File: src/rtl/parity_frame_checker_sat_counter.sv
// Saturating up-counter with synchronous clear; holds at all-ones instead of wrapping.
module sat_counter #(
  parameter int WIDTH = 8
) (
  input  logic             clk,
  input  logic             clr,
  input  logic             inc,
  output logic [WIDTH-1:0] cnt
);

  localparam logic [WIDTH-1:0] CNT_MAX = '1;

  // Count enabled increments, sticking at the maximum.
  always_ff @(posedge clk) begin
    // NOTE: sequential state uses non-blocking assignment so every flop samples pre-edge values.
    if (clr) begin
      cnt <= '0;
    end else if (inc && (cnt != CNT_MAX)) begin
      cnt <= cnt + 1'b1;
    end
  end

endmodule

File: config.mk
export PLATFORM = sky130hd
export DESIGN_NAME = sat_counter
export DESIGN_NICKNAME = d
export VERILOG_FILES = /design/src/rtl/parity_frame_checker_sat_counter.sv
export SDC_FILE = /design/constraint.sdc
export NUM_CORES = 1
export LEC_CHECK = 0
export ABC_AREA = 1
export CAP_MARGIN = 20
export CORE_AREA = 2 2 39 41
export CTS_CLUSTER_DIAMETER = 30
export DETAILED_ROUTE_END_ITERATION = 7
export DIE_AREA = 0 0 41 43
export RECOVER_POWER = 25
export SYNTH_ARGS = -nofsm -noshare
export SYNTH_HDL_FRONTEND = slang
export SYNTH_SLANG_ARGS = --single-unit
File: constraint.sdc
create_clock -name clk -period 1.6 [get_ports clk]
set_input_delay 0.24 -clock clk [delete_from_list [all_inputs] [get_ports clk]]
set_output_delay 0.24 -clock clk [all_outputs]
set_load 0.05 [all_outputs]
==> results of run 1 <==
[path summary, 6_finish.rpt]
check,slack (ps),to,depth (start not counted)
max reg2reg,320,cnt[1],6
min,480,cnt[6],2
max,240,cnt[5],1
min reg2reg,480,cnt[6],2
[per-stage QoR]
step / power, mW / hold WS, ps / area, sq um / instances / setup WS (ps)
6_report: 0.428 / 482 / 602 / 106 / 238
5_1_grt: 0.449 / 512 / 602 / 106 / 194
4_1_cts: 0.433 / 485 / 617 / 106 / 310
3_5_place_dp: 0.274 / 474 / 594 / 103 / 245
3_3_place_gp: 0.274 / 473 / 594 / 103 / 255
2_1_floorplan: 0.256 / 404 / 485 / 77 / 9.69
[layer usage]
metal | vias up | part of all wire [%] | GRT usage, %
li1 | 263 | - | -
met1 | 212 | 49 | 18.1
met2 | 12 | 44 | 19.7
met3 | 4 | 4.9 | 3.14
met4 | 0 | 2.2 | 10.0
met5 | - | 0 | 0
[area by class of cell]
class,instances,area [sq um]
Sequential cell,8,161
Tap cell,16,20.0
Timing Repair Buffer,12,92.6
Inverter,11,41.3
Multi-Input combinational cell,56,264
Clock buffer,3,22.5
Fill cell,149,782
[report_power, final]
| group | leakage [nW] | total [mW] | switching (mW) | internal [mW] |
|---|---|---|---|---|
| logic | 0.205 | 0.0559 | 0.0350 | 0.0208 |
| registers | 0.0652 | 0.212 | 0.00697 | 0.205 |
| clock network | 0.0138 | 0.160 | 0.0741 | 0.0862 |
[placed cells by master, fill, tap and decap left out]
master / count
sky130_fd_sc_hd__dfxtp_1: 7
sky130_fd_sc_hd__clkdlybuf4s50_1: 2
sky130_fd_sc_hd__ha_1: 1
sky130_fd_sc_hd__buf_4: 5
sky130_fd_sc_hd__buf_12: 1
sky130_fd_sc_hd__dfxtp_2: 1
sky130_fd_sc_hd__inv_1: 9
sky130_fd_sc_hd__nand3_2: 2
sky130_fd_sc_hd__nor2_2: 2
sky130_fd_sc_hd__clkbuf_4: 3
sky130_fd_sc_hd__nor2_1: 15
sky130_fd_sc_hd__o21ai_1: 1
sky130_fd_sc_hd__nand3b_2: 1
sky130_fd_sc_hd__clkbuf_1: 4
sky130_fd_sc_hd__nand3_1: 7
sky130_fd_sc_hd__nand2_1: 20
sky130_fd_sc_hd__inv_2: 2
sky130_fd_sc_hd__nand2_2: 1
sky130_fd_sc_hd__a21oi_1: 6
[kinds of logic after synthesis]
family,count (synthesis),synth area share (%)
flip-flops,8,33.1
adder cells (fa/ha/maj),1,2.58
AND/OR/NAND/NOR,48,44.7
buffers and inverters,13,12.4
AO/OA/AOI/OAI,7,7.23
==> reports/summary.txt, run 1 <==
final number of hold-violating endpoints -> 0
largest buffer count on any clock path -> 2
initial core utilization -> 35.0%
cell breakdown of the critical path -> clkbuf_1
worst slew slack as a fraction of its limit -> 60.9%
RePlAce Congestion -> 0.759
largest register by flop count -> cnt
RSZ-0062 raised after global routing -> no
worst path buffer plus inverter count -> 1
path type of the worst min-delay path -> register to register
Max H-tree Level -> 1
final critical path time including I/O delays and setup -> 1360 ps
critical path data arrival time -> 1120 ps
DIE AREA -> 1760 sq um
final wirelength -> 960 um
CP max stage delay -> 480 ps
post-detailed-route via-to-cell ratio -> 4.63
# rows -> 14
HP Start -> cnt[6]
slowest cell on the critical path -> sky130_fd_sc_hd__clkbuf_1
clock latency reported for the late side of the worst-skew pair -> 250 ps
CTS hold repair buffers -> 0
final total negative setup slack -> 0 ps
Post-synth top flop -> sky130_fd_sc_hd__dfxtp_1
Die Span Y -> 43 um
TritonCTS Buffers -> 3
Detail Placement HPWL -> 743 um
peak supply drop -> 0.349 mV
cell family with most CP delay -> buffers and inverters
largest registers in the final layout -> cnt x8
total congestion overflow after global routing -> 0
Worst setup EP type -> output port
number of detailed-routing iterations run before antenna repair -> 4
post-route DRC violation count -> 0
Avg Synthesized Cell Area -> 6.29 sq um
antenna violations before repair -> 0
crit-path max FO -> 4
Peak Freq -> 734 MHz
count of flip-flops with a built-in enable after synthesis -> 0
syn nets -> 81
Yosys warning total -> 0
post-synthesis cell type count -> 15
core region area -> 1380 sq um
Tot GR Track Use -> 14.1%
Setup CP Type -> register to output port
share of the clock period used by the worst path -> 85.1%
CTS-repair resized insts -> 0
reg-to-reg startpoint -> cnt[1]
synthesis-stage register bit count -> 8
port bufs -> 10
required time reported for the critical path endpoint -> 1360 ps
routed length per placed instance -> 9.06 um
max FFs per register -> 8
most frequent cells after synthesis -> sky130_fd_sc_hd__nand2_1, sky130_fd_sc_hd__nor2_1, sky130_fd_sc_hd__inv_1
type of origin of the critical path -> register
post-synth design cell area -> 484 sq um
Clock Skew -> 3.30 ps
reported max-cap violation count -> 0
total number of clock tree sinks -> 8
first-pass GRT wire length -> 1700 um
Ant. Diodes -> 0
Async SR Flop Fraction -> 0%
top cell type's share of synthesized area -> 33.1%
TritonCTS clock tree -> built
I/O pin count -> 11
library cell occupying the most area in the post-synthesis netlist -> sky130_fd_sc_hd__dfxtp_1
overall die width -> 41 um
library cell with the highest instance count after synthesis -> sky130_fd_sc_hd__nand2_1
number of global-route vias before repair -> 428
final-stage net count -> 96
area added between synthesis and finish -> 24.3%
Clock Pin Slew Worst Setup and Hold Paths -> 60 ps
count of buffers added by post-CTS timing repair for setup -> 0
power per cell area -> 711 nW/um^2
result of the run -> complete, no violations
iteration-0 DRC count of the detailed router -> 4
share of layout cells above drive strength 1 -> 20.0%
worst setup path start -> cnt[5]
gate count of the mapped netlist -> 77
remaining antenna violation count after routing -> 0
final core utilization -> 43.5%
fin. max-slew vios -> 0
slew at the pin closest to its max-slew limit -> 589 ps
pin count of the biggest net entering global routing -> 12
cell types occupying the most area after synthesis -> sky130_fd_sc_hd__dfxtp_1, sky130_fd_sc_hd__nand2_1, sky130_fd_sc_hd__nor2_1
cell at the root of the clock tree -> sky130_fd_sc_hd__clkbuf_4
count of final setup violators -> 0
sequential fraction of the synthesis area -> 33.1%
static leakage power -> 0.284 nW
via count -> 491
Power figures use the tool's default switching activity.
==> run 2, diff against run 1 <==
- SETUP_SLACK_MARGIN: unset -> 0.5
==> run 2 against run 1 <==
Cell area grew 23%. Largest power group unchanged. Count of clock-buffer cells in the layout increased by 1. Critical path type unchanged. Sequential cell count did not move. Via count is 5.3% higher. Maximum frequency up 2.5%. Sequential power about the same. Clock power up 14%. Hold slack worse by 150 ps.
==> reports/summary.txt, run 2 (synthesized netlist as in run 1, its figures left out) <==
type of origin of the critical path -> register
Die Span Y -> 43 um (unchanged)
largest registers in the final layout -> cnt x8
share of the clock period used by the worst path -> 83.0% (-2.1 points)
iteration-0 DRC count of the detailed router -> 7 (+3)
largest register by flop count -> cnt
number of global-route vias before repair -> 449 (+4.9%)
fin worst setup slack -> 272 ps (+33.5 ps)
overall die width -> 41 um (unchanged)
largest buffer count on any clock path -> 2 (unchanged)
via count -> 517 (+5.3%)
antenna violations before repair -> 0 (unchanged)
max FFs per register -> 8 (unchanged)
post-detailed-route via-to-cell ratio -> 4.70 (+1.5%)
pre-CTS setup slack -> 228 ps (-16.8 ps)
count of final setup violators -> 0 (unchanged)
Clock Pin Slew Worst Setup and Hold Paths -> 60 ps (about the same)
Filler Cell Count -> 138 (-7.4%)
Worst Hold Slack -> 328 ps (-153 ps)
worst path buffer plus inverter count -> 1 (unchanged)
Tot GR Track Use -> 15.0% (+0.89 points)
core region area -> 1380 sq um (unchanged)
initial core utilization -> 35.0% (unchanged)
# rows -> 14 (unchanged)
static leakage power -> 0.350 nW (+23%)
most frequent cells in the layout -> sky130_fd_sc_hd__nand2_1, sky130_fd_sc_hd__nor2_1, sky130_fd_sc_hd__inv_1, sky130_fd_sc_hd__buf_4
share of layout cells above drive strength 1 -> 44.7% (+25 points)
peak supply drop -> 0.377 mV (+7.9%)
leading cell type in the layout, fill and taps excluded -> sky130_fd_sc_hd__nand2_1
DIE AREA -> 1760 sq um (unchanged)
pin count of the biggest net entering global routing -> 9 (-3)
crit-path max FO -> 3 (-1)
area added between synthesis and finish -> 53.0%
final total negative setup slack -> 0 ps (unchanged)
post-route DRC violation count -> 0 (unchanged)
clock latency reported for the late side of the worst-skew pair -> 270 ps (+20 ps)
fin. max-slew vios -> 0 (unchanged)
non-filler instance count after layout -> 110 (+3.8%)
RePlAce Congestion -> 0.743 (-2.1%)
met2 track demand over resource -> 20.9% (+1.3 points)
CTS hold repair buffers -> 0 (unchanged)
CP max stage delay -> 460 ps (-20 ps)
number of detailed-routing iterations run before antenna repair -> 4 (unchanged)
final number of hold-violating endpoints -> 0 (unchanged)
remaining antenna violation count after routing -> 0 (unchanged)
Peak Freq -> 753 MHz (+2.5%)
routing layer with the top usage in global route -> met2
routed length per placed instance -> 10.6 um (+17%)
routing usage on met3 -> 3.14% (unchanged)
total number of clock tree sinks -> 8 (unchanged)
slowest cell on the critical path -> sky130_fd_sc_hd__clkbuf_1
required time reported for the critical path endpoint -> 1360 ps (about the same)
Detail Placement HPWL -> 741 um (-0.20%)
I/O pin count -> 11 (unchanged)
TritonCTS clock tree -> built
final-stage net count -> 99 (+3.1%)
result of the run -> complete, no violations
RSZ-0062 raised after global routing -> yes
path type of the worst min-delay path -> input pin to register
final critical path time including I/O delays and setup -> 1330 ps (-33.5 ps)
Ant. Diodes -> 0 (unchanged)
cell at the root of the clock tree -> sky130_fd_sc_hd__clkbuf_4
met1 Use GR -> 20.6% (+2.5 points)
Worst setup EP type -> output port
total congestion overflow after global routing -> 0 (unchanged)
Max H-tree Level -> 1 (unchanged)
reported max-cap violation count -> 0 (unchanged)
critical path data arrival time -> 1090 ps (-30 ps)
number of instances in the placed design -> 102 (-0.97%)
port bufs -> 10 (unchanged)
first-pass GRT wire length -> 1810 um (+6.9%)
final wirelength -> 1170 um (+22%)
worst slew slack as a fraction of its limit -> 60.9% (about the same)
Setup CP Type -> register to output port
cell breakdown of the critical path -> clkbuf_1
Clock Skew -> 2.64 ps (-0.665 ps)
power per cell area -> 632 nW/um^2 (-11%)
slew at the pin closest to its max-slew limit -> 588 ps (-0.805 ps)
TritonCTS Buffers -> 3 (unchanged)
cell family with most CP delay -> buffers and inverters
run 2: cell types whose count changed in the layout (fill, tap and decap cells not counted), moves of 3 or more:
| cell | change |
|---|---|
| sky130_fd_sc_hd__dfxtp_1 | -7 |
| sky130_fd_sc_hd__buf_6 | +4 |
| sky130_fd_sc_hd__dfxtp_4 | +4 |
| sky130_fd_sc_hd__a21oi_2 | +4 |
| sky130_fd_sc_hd__nand3_1 | -3 |
| sky130_fd_sc_hd__a21oi_1 | -4 |
| sky130_fd_sc_hd__dfxtp_2 | +3 |
run 2: cell type report:
type / instances / area (sq um) / area share, %
multi-input combinational: 57 / 354 / 47.8
sequential: 8 / 180 / 24.3
clock buffer: 4 / 26.3 / 3.55
inverter: 11 / 43.8 / 5.91
timing repair buffer: 14 / 116 / 15.7
tap: 16 / 20.0 / 2.70
run 2: repair_timing:
action                     CTS  global route
setup endpoints to repair    8            10
gates cloned                 1             0
setup buffers                3             0
pin swaps                    3             6
gates resized for setup      5            15
run 2: final timing paths:
check,slack (ps),start,cells past startpoint,to
setup / recovery,270,cnt[0],1,cnt[0]
hold / removal,330,inc,3,cnt[6]
setup reg to reg,520,cnt[1],6,cnt[1]
hold reg to reg,460,cnt[6],2,cnt[6]
run 2: per-stage QoR:
step / power (mW) / cell area (sq um) / utilization, %
finish: 0.468 / 741 / 53.5
global route: 0.484 / 741 / 53.5
CTS: 0.464 / 693 / 50.1
detailed placement: 0.278 / 618 / 44.7
global placement: 0.278 / 618 / 44.7
floorplan: 0.259 / 529 / -
run 2: power by group:
group,internal [mW],switching [mW]
clock,0.0966,0.0868
combinational,0.0328,0.0433
sequential,0.201,0.00777
total,0.330,0.138
run 2: layer usage:
layer | part of all wire (%) | up-vias
met1 | 46 | 230
met2 | 48 | 10
met4 | 1.7 | 0
li1 | - | 274
met5 | 0 | -
met3 | 4.4 | 3
